## config.mk

```make
export PLATFORM = sky130hd
export DESIGN_NAME = adder_share_ctrl
export DESIGN_NICKNAME = d
export VERILOG_FILES = /design/src/rtl/adder_share_ctrl.sv
export SDC_FILE = /design/constraint.sdc
export NUM_CORES = 1
export LEC_CHECK = 0
export ABC_AREA = 1
export CORE_MARGIN = 2
export CORE_UTILIZATION = 43
export CTS_CLUSTER_DIAMETER = 100
export DETAILED_ROUTE_END_ITERATION = 7
export HOLD_SLACK_MARGIN = 0.12
export PLACE_DENSITY_LB_ADDON = 0.3
export SYNTH_ARGS = -nofsm -noshare
export SYNTH_HDL_FRONTEND = slang
export SYNTH_SLANG_ARGS = --single-unit
export TNS_END_PERCENT = 30
```

## constraint.sdc

```tcl
create_clock -name clk -period 6.1 [get_ports clk]
set_input_delay 1.83 -clock clk [delete_from_list [all_inputs] [get_ports clk]]
set_output_delay 1.83 -clock clk [all_outputs]
set_load 0.05 [all_outputs]
```

## src/rtl/adder_share_ctrl.sv

```systemverilog
`default_nettype none
// +----------------------------------------------------------------------------+
// | adder_share_ctrl: round-robin arbiter that time-shares one add/sub unit.   |
// | Revision: 1.0                                                              |
// +----------------------------------------------------------------------------+
module adder_share_ctrl #(
  parameter int N_REQ      = 4,
  parameter int WIDTH      = 8,
  parameter int SETTLE_CYC = 2,
  localparam int ID_W      = $clog2(N_REQ)
) (
  input  logic                   clk,
  input  logic                   rst_n,
  input  logic [N_REQ-1:0]       req_valid,
  output logic [N_REQ-1:0]       req_ready,
  input  logic [N_REQ*WIDTH-1:0] req_x,
  input  logic [N_REQ*WIDTH-1:0] req_y,
  input  logic [N_REQ-1:0]       req_op,
  output logic [WIDTH-1:0]       add_x,
  output logic [WIDTH-1:0]       add_y,
  output logic                   add_op,
  input  logic [WIDTH-1:0]       add_sum,
  input  logic                   add_cout,
  output logic                   rsp_valid,
  input  logic                   rsp_ready,
  output logic [ID_W-1:0]        rsp_id,
  output logic [WIDTH-1:0]       rsp_sum,
  output logic                   rsp_cout
);

  localparam int CNT_W = $clog2(SETTLE_CYC + 1);
  localparam logic [1:0] IDLE = 2'd0;
  localparam logic [1:0] BUSY = 2'd1;
  localparam logic [1:0] RESP = 2'd2;
  localparam logic [ID_W:0] C_NREQ = (ID_W + 1)'(N_REQ);

  logic [1:0]       state_q, state_d;
  logic [CNT_W-1:0] cnt_q, cnt_d;
  logic [ID_W-1:0]  last_grant_q, last_grant_d;
  logic [WIDTH-1:0] add_x_q, add_x_d, add_y_q, add_y_d;
  logic             add_op_q, add_op_d;
  logic             rsp_valid_q, rsp_valid_d;
  logic [ID_W-1:0]  rsp_id_q, rsp_id_d;
  logic [WIDTH-1:0] rsp_sum_q, rsp_sum_d;
  logic             rsp_cout_q, rsp_cout_d;

  logic [WIDTH-1:0] x_arr [N_REQ];
  logic [WIDTH-1:0] y_arr [N_REQ];
  logic             grant_found;
  logic [ID_W-1:0]  grant_id;
  logic [ID_W:0]    rr_sum;
  logic [ID_W-1:0]  rr_idx;

  for (genvar i = 0; i < N_REQ; i++) begin : g_unpack
    assign x_arr[i] = req_x[i*WIDTH +: WIDTH];
    assign y_arr[i] = req_y[i*WIDTH +: WIDTH];
  end

  // Search starts one past the previous winner so every requester gets a turn.
  always_comb begin
    grant_found = 1'b0;
    grant_id    = '0;
    rr_sum      = '0;
    rr_idx      = '0;
    for (int k = 1; k <= N_REQ; k++) begin
      rr_sum = {1'b0, last_grant_q} + (ID_W + 1)'(k);
      rr_idx = (rr_sum >= C_NREQ) ? ID_W'(rr_sum - C_NREQ) : ID_W'(rr_sum);
      if (!grant_found && req_valid[rr_idx]) begin
        grant_found = 1'b1;
        grant_id    = rr_idx;
      end
    end
  end

  assign req_ready = (state_q == IDLE && grant_found) ? (N_REQ'(1) << grant_id) : '0;

  always_comb begin
    state_d      = state_q;
    cnt_d        = cnt_q;
    last_grant_d = last_grant_q;
    add_x_d      = add_x_q;
    add_y_d      = add_y_q;
    add_op_d     = add_op_q;
    rsp_valid_d  = rsp_valid_q;
    rsp_id_d     = rsp_id_q;
    rsp_sum_d    = rsp_sum_q;
    rsp_cout_d   = rsp_cout_q;
    case (state_q)
      IDLE: begin
        if (grant_found) begin
          add_x_d      = x_arr[grant_id];
          add_y_d      = y_arr[grant_id];
          add_op_d     = req_op[grant_id];
          rsp_id_d     = grant_id;
          last_grant_d = grant_id;
          cnt_d        = CNT_W'(SETTLE_CYC);
          state_d      = BUSY;
        end
      end
      BUSY: begin
        cnt_d = cnt_q - CNT_W'(1);
        if (cnt_q == CNT_W'(1)) begin
          rsp_sum_d   = add_sum;
          rsp_cout_d  = add_cout;
          rsp_valid_d = 1'b1;
          state_d     = RESP;
        end
      end
      RESP: begin
        if (rsp_ready) begin
          rsp_valid_d = 1'b0;
          state_d     = IDLE;
        end
      end
      default: state_d = IDLE;
    endcase
  end

  always_ff @(posedge clk or negedge rst_n) begin
    if (!rst_n) begin
      state_q      <= IDLE;
      cnt_q        <= '0;
      last_grant_q <= ID_W'(N_REQ - 1);
      add_x_q      <= '0;
      add_y_q      <= '0;
      add_op_q     <= 1'b0;
      rsp_valid_q  <= 1'b0;
      rsp_id_q     <= '0;
      rsp_sum_q    <= '0;
      rsp_cout_q   <= 1'b0;
    end else begin
      state_q      <= state_d;
      cnt_q        <= cnt_d;
      last_grant_q <= last_grant_d;
      add_x_q      <= add_x_d;
      add_y_q      <= add_y_d;
      add_op_q     <= add_op_d;
      rsp_valid_q  <= rsp_valid_d;
      rsp_id_q     <= rsp_id_d;
      rsp_sum_q    <= rsp_sum_d;
      rsp_cout_q   <= rsp_cout_d;
    end
  end

  assign add_x     = add_x_q;
  assign add_y     = add_y_q;
  assign add_op    = add_op_q;
  assign rsp_valid = rsp_valid_q;
  assign rsp_id    = rsp_id_q;
  assign rsp_sum   = rsp_sum_q;
  assign rsp_cout  = rsp_cout_q;

endmodule
`default_nettype wire

```

==> results.txt, run 1 <==
outcome - finished, final reports clean
Finished Core Util - 70.4%
Hold Path Class - reg -> reg
Die Y-Extent - 76.9 um
maxcap violations - 0
synth-to-layout area growth - 57.2%
Worst Path Required - 4.27 ns
post-CTS repair timing setup buffer count - 0
GR Overflow Total - 0
min cycle time layout - 5.75 ns
max-slew violation count - 0
Tcrit/Tclk final - 94.3%
syn nets - 403
global-route wire length before repair - 11.2 mm
Critical Path AT - 3.92 ns
crit path cell chain - clkdlybuf4s50_1 -> nand2_1 -> nand2_1 -> inv_1 -> nand2_1 -> o21ai_2 -> nand2_2 -> or2_4 -> nand2_8 -> nor2_8 -> inv_1 -> nor2_1 -> buf_12
RSZ-0062 raised after global routing - no
final hold viol count - 0
Max IR drop VDD - 0.323 mV
io pins - 117
Syn. warnings - 0
count leader, synth - nand2_1
clk_lat worst skew - 0.28 ns
die width - 76.9 um
# H-tree levels - 2
Leak Pwr - 1.71 nW
core area - 5110 sq um
die area - 5920 sq um
routed vias - 2486
CP endpoint kind - primary output
vias per inst - 4.97
WL/cell - 13.1 um
skew final - 0.00379 ns
Hold Buf Count CTS - 0
reg2reg start - last_grant_q[0]
post-synthesis sequential area ratio - 38.4%
dominant synthesized flop cell - dfrtp_1
routed wire length - 6.57 mm
element type at the critical path start - input port
Max Freq - 0.174 GHz
CP max stage delay - 0.51 ns
Post-synth top cells - nand2_1 (148), nand3_1 (56), dfrtp_1 (33)
port buffer count - 116
measured slew at the worst slew-check pin - 0.776 ns
R2R setup slack - 3.83 ns
Synth area leaders - dfrtp_1 (36%), nand2_1 (24%), nand3_1 (12%), mux2_2 (4.4%), nand2_2 (3.6%)
most used cell, CP - nand2_1
initial antenna violation count - 0
synthesized flop and latch total - 35
number of synthesized flops with an enable pin - 0
syn avg cell area - 7.19 sq um
Crit path buffers/inverters - 4
Synth top area share - 36.1%
Max-Slew Margin vs Limit - 48.2%
vias in the first global route - 2470
DPL Wire Length - 4.96 mm
Sum Neg Setup Slack - 0 ns
crit-path max FO - 25
fraction of layout cells with a size suffix above 1 - 12.1%
R2R Path End - cnt_q[1]
final setup vio count - 0
register area - 878 sq um
footprint of the multi-input gates - 1260 sq um
area leader, netlist - dfrtp_1
Layout fillers - 415
Post-layout nets - 514
slowest CP cell - clkdlybuf4s50_1
Root Driver - clkbuf_8
DRC - 0
critical path's top delay family - simple AND/OR/NAND/NOR gates
# rows - 26
CTS buffer count - 5
post-CTS sizing - 0
TritonCTS clock tree - done
clk slew on worst S/H paths - 0.07 ns
Inserted Diodes - 0
Netlist cell types - 26
CP Class - in -> out
critical path depth in cells - 13
Clock Tree Buf Depth - 2
asr flop ratio synth - 100%
CP Launch Point - req_valid[0]
worst r2r path cells - 12
Critical Path End - req_ready[2]
cells after synthesis - 318
Initial Util - 44.8%
post-route ant nets - 0
Cell Area, Synth - 2290 sq um
Sink Count - 35
detailed-router iteration count before antenna repair - 4
largest net degree at the start of global routing - 36
GP Congestion - 0.859
gr usage total - 23.3%
Detailed Route Iter0 Violations - 137
Cell Pwr Density - 662 nW/um^2
-- registers in the layout, summed over array words and instances, names as in the netlist --
name          count
rsp_cout          1
state_q           2
cnt_q             2
add_op            1
rsp_sum           8
last_grant_q      2
add_y             8
add_x             8
rsp_id            2
rsp_valid         1
-- layout by cell type, fill, tap and decap left out, drive strengths merged --
| master | Yosys | layout |
|---|---|---|
| a21oi | 1 | 1 |
| nand2 | 164 | 164 |
| nand3 | 56 | 56 |
| buf | 11 | 8 |
| nand4 | 4 | 4 |
| clkbuf | 4 | 8 |
| nor3 | 1 | 1 |
| inv | 13 | 13 |
| o21bai | 1 | 1 |
| dfrtp | 33 | 33 |
| or2 | 1 | 1 |
| ha | 1 | 1 |
| o21ai | 8 | 8 |
| mux2 | 9 | 9 |
| dfstp | 2 | 2 |
| clkdlybuf4s50 | 0 | 111 |
| nor2 | 9 | 9 |
-- stage by stage --
stage	std cells	hold slack [ns]	power [mW]	cell area, sq um	setup slack [ns]
6_report	500	0.489	2.38	3590	0.347
5_1_grt	500	0.518	2.57	3590	0.234
4_1_cts	500	0.496	2.39	3590	0.374
3_5_place_dp	492	0.466	2.20	3490	0.375
3_3_place_gp	492	0.457	2.17	3490	0.432
2_1_floorplan	318	0.450	1.73	2290	0.467
-- how the worst min path moves through the flow --
stage,from,to,cells after the start
after floorplan,cnt_q[0],cnt_q[0],1
after global placement,rsp_valid,rsp_valid,2
after detailed placement,rsp_valid,rsp_valid,2
after CTS,cnt_q[0],cnt_q[0],1
after global routing,rsp_id[1],rsp_id[1],2
final,rsp_valid,rsp_valid,2
-- cell families (layout without fill, tap and decap cells) --
family	count (synthesis)	after routing	synth area share [%]
adders and majority gates	1	1	0.547
muxes	9	9	4.43
AOI/OAI and AO/OA	10	10	2.63
buffers and inverters	28	140	6.46
and+or+nand+nor	235	235	47.5
DFF	35	35	38.4
-- tightest hold or removal path, cell delays in order, from the launching register on --
cell     delay (ns)
dfrtp_1        0.35
nand2_1        0.06
nand2_1        0.05
-- per-layer routing --
metal | GRT usage [%] | vias to the layer above | part of all wire, %
met3 | 5.29 | 8 | 5.2
met5 | 0 | - | 0
met2 | 40.5 | 76 | 52
met4 | 7.64 | 0 | 1.7
li1 | - | 1241 | -
met1 | 28.5 | 1161 | 41
-- layout make-up --
| class | instances | share of cell area, % |
|---|---|---|
| Timing Repair Buffer | 119 | 33.9 |
| Clock buffer | 8 | 2.78 |
| Multi-Input combinational cell | 255 | 35.1 |
| Inverter | 13 | 1.36 |
| Tap cell | 70 | 2.44 |
| Sequential cell | 35 | 24.4 |
-- power breakdown --
| part | leakage [nW] | internal [mW] | switching (mW) | total [mW] |
|---|---|---|---|---|
| clock | 0.0515 | 0.103 | 0.0810 | 0.184 |
| combinational | 1.24 | 0.601 | 1.16 | 1.76 |
| sequential | 0.421 | 0.360 | 0.0756 | 0.436 |
Power figures use the tool's default switching activity.
==> inputs of run 2 (changes only) <==
Settings changed: CORE_UTILIZATION 43 to 40, PLACE_DENSITY set to 0.81, PLACE_DENSITY_LB_ADDON 0.3 to unset, TNS_END_PERCENT 30 to 10.
==> run 2 against run 1 <==
Against the previous run: register-to-register slack improved by 0.02 ns; via count hardly changed; clock skew is 0.0024 ns higher; combinational power hardly changed; count of clock-buffer cells in the layout down 1; largest cell class unchanged; largest power group unchanged.
==> results.txt, run 2 (synthesized netlist as in run 1, its figures left out) <==
Worst Path Required - 4.27 ns
skew final - 0.00619 ns
GP Congestion - 0.839
vias per inst - 4.95
io pins - 117
maxcap violations - 0
post-CTS sizing - 0
final hold viol count - 0
measured slew at the worst slew-check pin - 0.775 ns
die area - 6340 sq um
port buffer count - 116
Cell Pwr Density - 655 nW/um^2
synth-to-layout area growth - 56.9%
Critical Path AT - 3.88 ns
Initial Util - 41.5%
clock network power share - 7.2%
most frequent cells in the layout - nand2_1 (148), clkdlybuf4s50_1 (111), nand3_1 (56)
global-route wire length before repair - 10.9 mm
Sw Share - 55.3%
GR Overflow Total - 0
clk slew on worst S/H paths - 0.07 ns
Leak Pwr - 1.71 nW
element type at the critical path start - input port
Die Y-Extent - 79.6 um
post-route ant nets - 0
core area - 5510 sq um
Hold Path Class - reg -> reg
WL/cell - 12.7 um
Final Total Pwr - 2.35 mW
fraction of layout cells with a size suffix above 1 - 12.1%
DPL Wire Length - 4.89 mm
Sink Count - 35
Seq pwr share - 18.5%
CP Class - in -> out
die width - 79.6 um
Clock Tree Buf Depth - 2
initial antenna violation count - 0
Tcrit/Tclk final - 93.7%
TritonCTS clock tree - done
Detailed Route Iter0 Violations - 116
routed vias - 2487
# H-tree levels - 2
routed wire length - 6.36 mm
Finished Core Util - 65.2%
Hold Buf Count CTS - 0
min cycle time layout - 5.71 ns
RSZ-0062 raised after global routing - no
Root Driver - clkbuf_8
Post-layout nets - 514
outcome - finished, final reports clean
Inserted Diodes - 0
Pint - 1.05 mW
clk_lat worst skew - 0.28 ns
post-CTS repair timing setup buffer count - 0
DRC - 0
most common cell after layout, fill and taps aside - nand2_1
Max IR drop VDD - 0.335 mV
Max-Slew Margin vs Limit - 48.3%
vias in the first global route - 2490
gr usage total - 21.6%
final setup vio count - 0
Switch Pwr - 1.30 mW
# rows - 27
Sum Neg Setup Slack - 0 ns
CP endpoint kind - primary output
Gate power share - 74.2%
Max Freq - 0.175 GHz
max-slew violation count - 0
crit-path max FO - 25
detailed-router iteration count before antenna repair - 4
largest net degree at the start of global routing - 36
CTS buffer count - 5
==> run 2: cell count changes in the layout (fill, tap and decap cells not counted) <==
cell and change:
clkbuf_8 -1, clkinv_2 +1
==> run 2: power groups by stage <==
| stage | Combinational [mW] | Clock (mW) | Sequential [mW] |
|---|---|---|---|
| after CTS | 1.77 | 0.175 | 0.437 |
| after floorplan | 0.990 | 0 | 0.742 |
| final | 1.75 | 0.170 | 0.436 |
| after detailed placement | 1.77 | 0 | 0.438 |
| after global routing | 1.92 | 0.185 | 0.453 |
| after global placement | 1.74 | 0 | 0.433 |
==> run 2: final cells by class <==
cell class | instances | area, sq um
clock inverter | 1 | 5.00
fill | 466 | 1920
multi-input combinational | 255 | 1260
sequential | 35 | 878
inverter | 13 | 48.8
tap | 72 | 90.1
timing repair buffer | 119 | 1220
clock buffer | 7 | 86.3
==> run 2: per-stage QoR <==
| stage | instances | worst slack, ns | hold WS, ns | area [sq um] |
|---|---|---|---|---|
| 2_1_floorplan | 318 | 0.467 | 0.450 | 2290 |
| 3_3_place_gp | 494 | 0.449 | 0.459 | 3500 |
| 4_1_cts | 502 | 0.382 | 0.484 | 3590 |
| 6_report | 502 | 0.386 | 0.481 | 3590 |
| 3_5_place_dp | 494 | 0.393 | 0.469 | 3500 |
| 5_1_grt | 502 | 0.179 | 0.520 | 3590 |
==> run 2: worst paths after layout <==
| path | from | end | slack, ns | depth (start not counted) |
|---|---|---|---|---|
| setup / recovery | req_valid[0] | req_ready[2] | 0.39 | 13 |
| hold / removal | cnt_q[0] | cnt_q[0] | 0.48 | 1 |
| setup reg to reg | last_grant_q[0] | add_y[1] | 3.85 | 13 |
| hold reg to reg | cnt_q[0] | cnt_q[0] | 0.48 | 1 |
| max in group asynchronous | rst_n | rsp_id[1] | 3.97 | 1 |
| min in group asynchronous | rst_n | add_x[0] | 1.62 | 1 |
==> run 2: per-layer routing <==
| layer | wire [um] | GRT usage, % | vias to the layer above | share of wire, % |
|---|---|---|---|---|
| met5 | 0 | 0 | - | 0 |
| met4 | 83 | 5.86 | 0 | 1.3 |
| met3 | 459 | 5.66 | 10 | 7.2 |
| met2 | 3160 | 39.5 | 98 | 50 |
| met1 | 2660 | 24.7 | 1139 | 42 |
| li1 | - | - | 1240 | - |
==> run 2: critical path, stage by stage <==
cell             delay (ns)
clkdlybuf4s50_1        0.51
nand2_1                0.06
nand2_1                0.12
nand2_2                0.10
nand2_4                0.11
nor2_8                 0.04
nand2_2                0.08
or2_4                  0.14
nand2_8                0.13
nor2_8                 0.29
inv_1                  0.11
nor2_1                 0.18
buf_12                 0.16
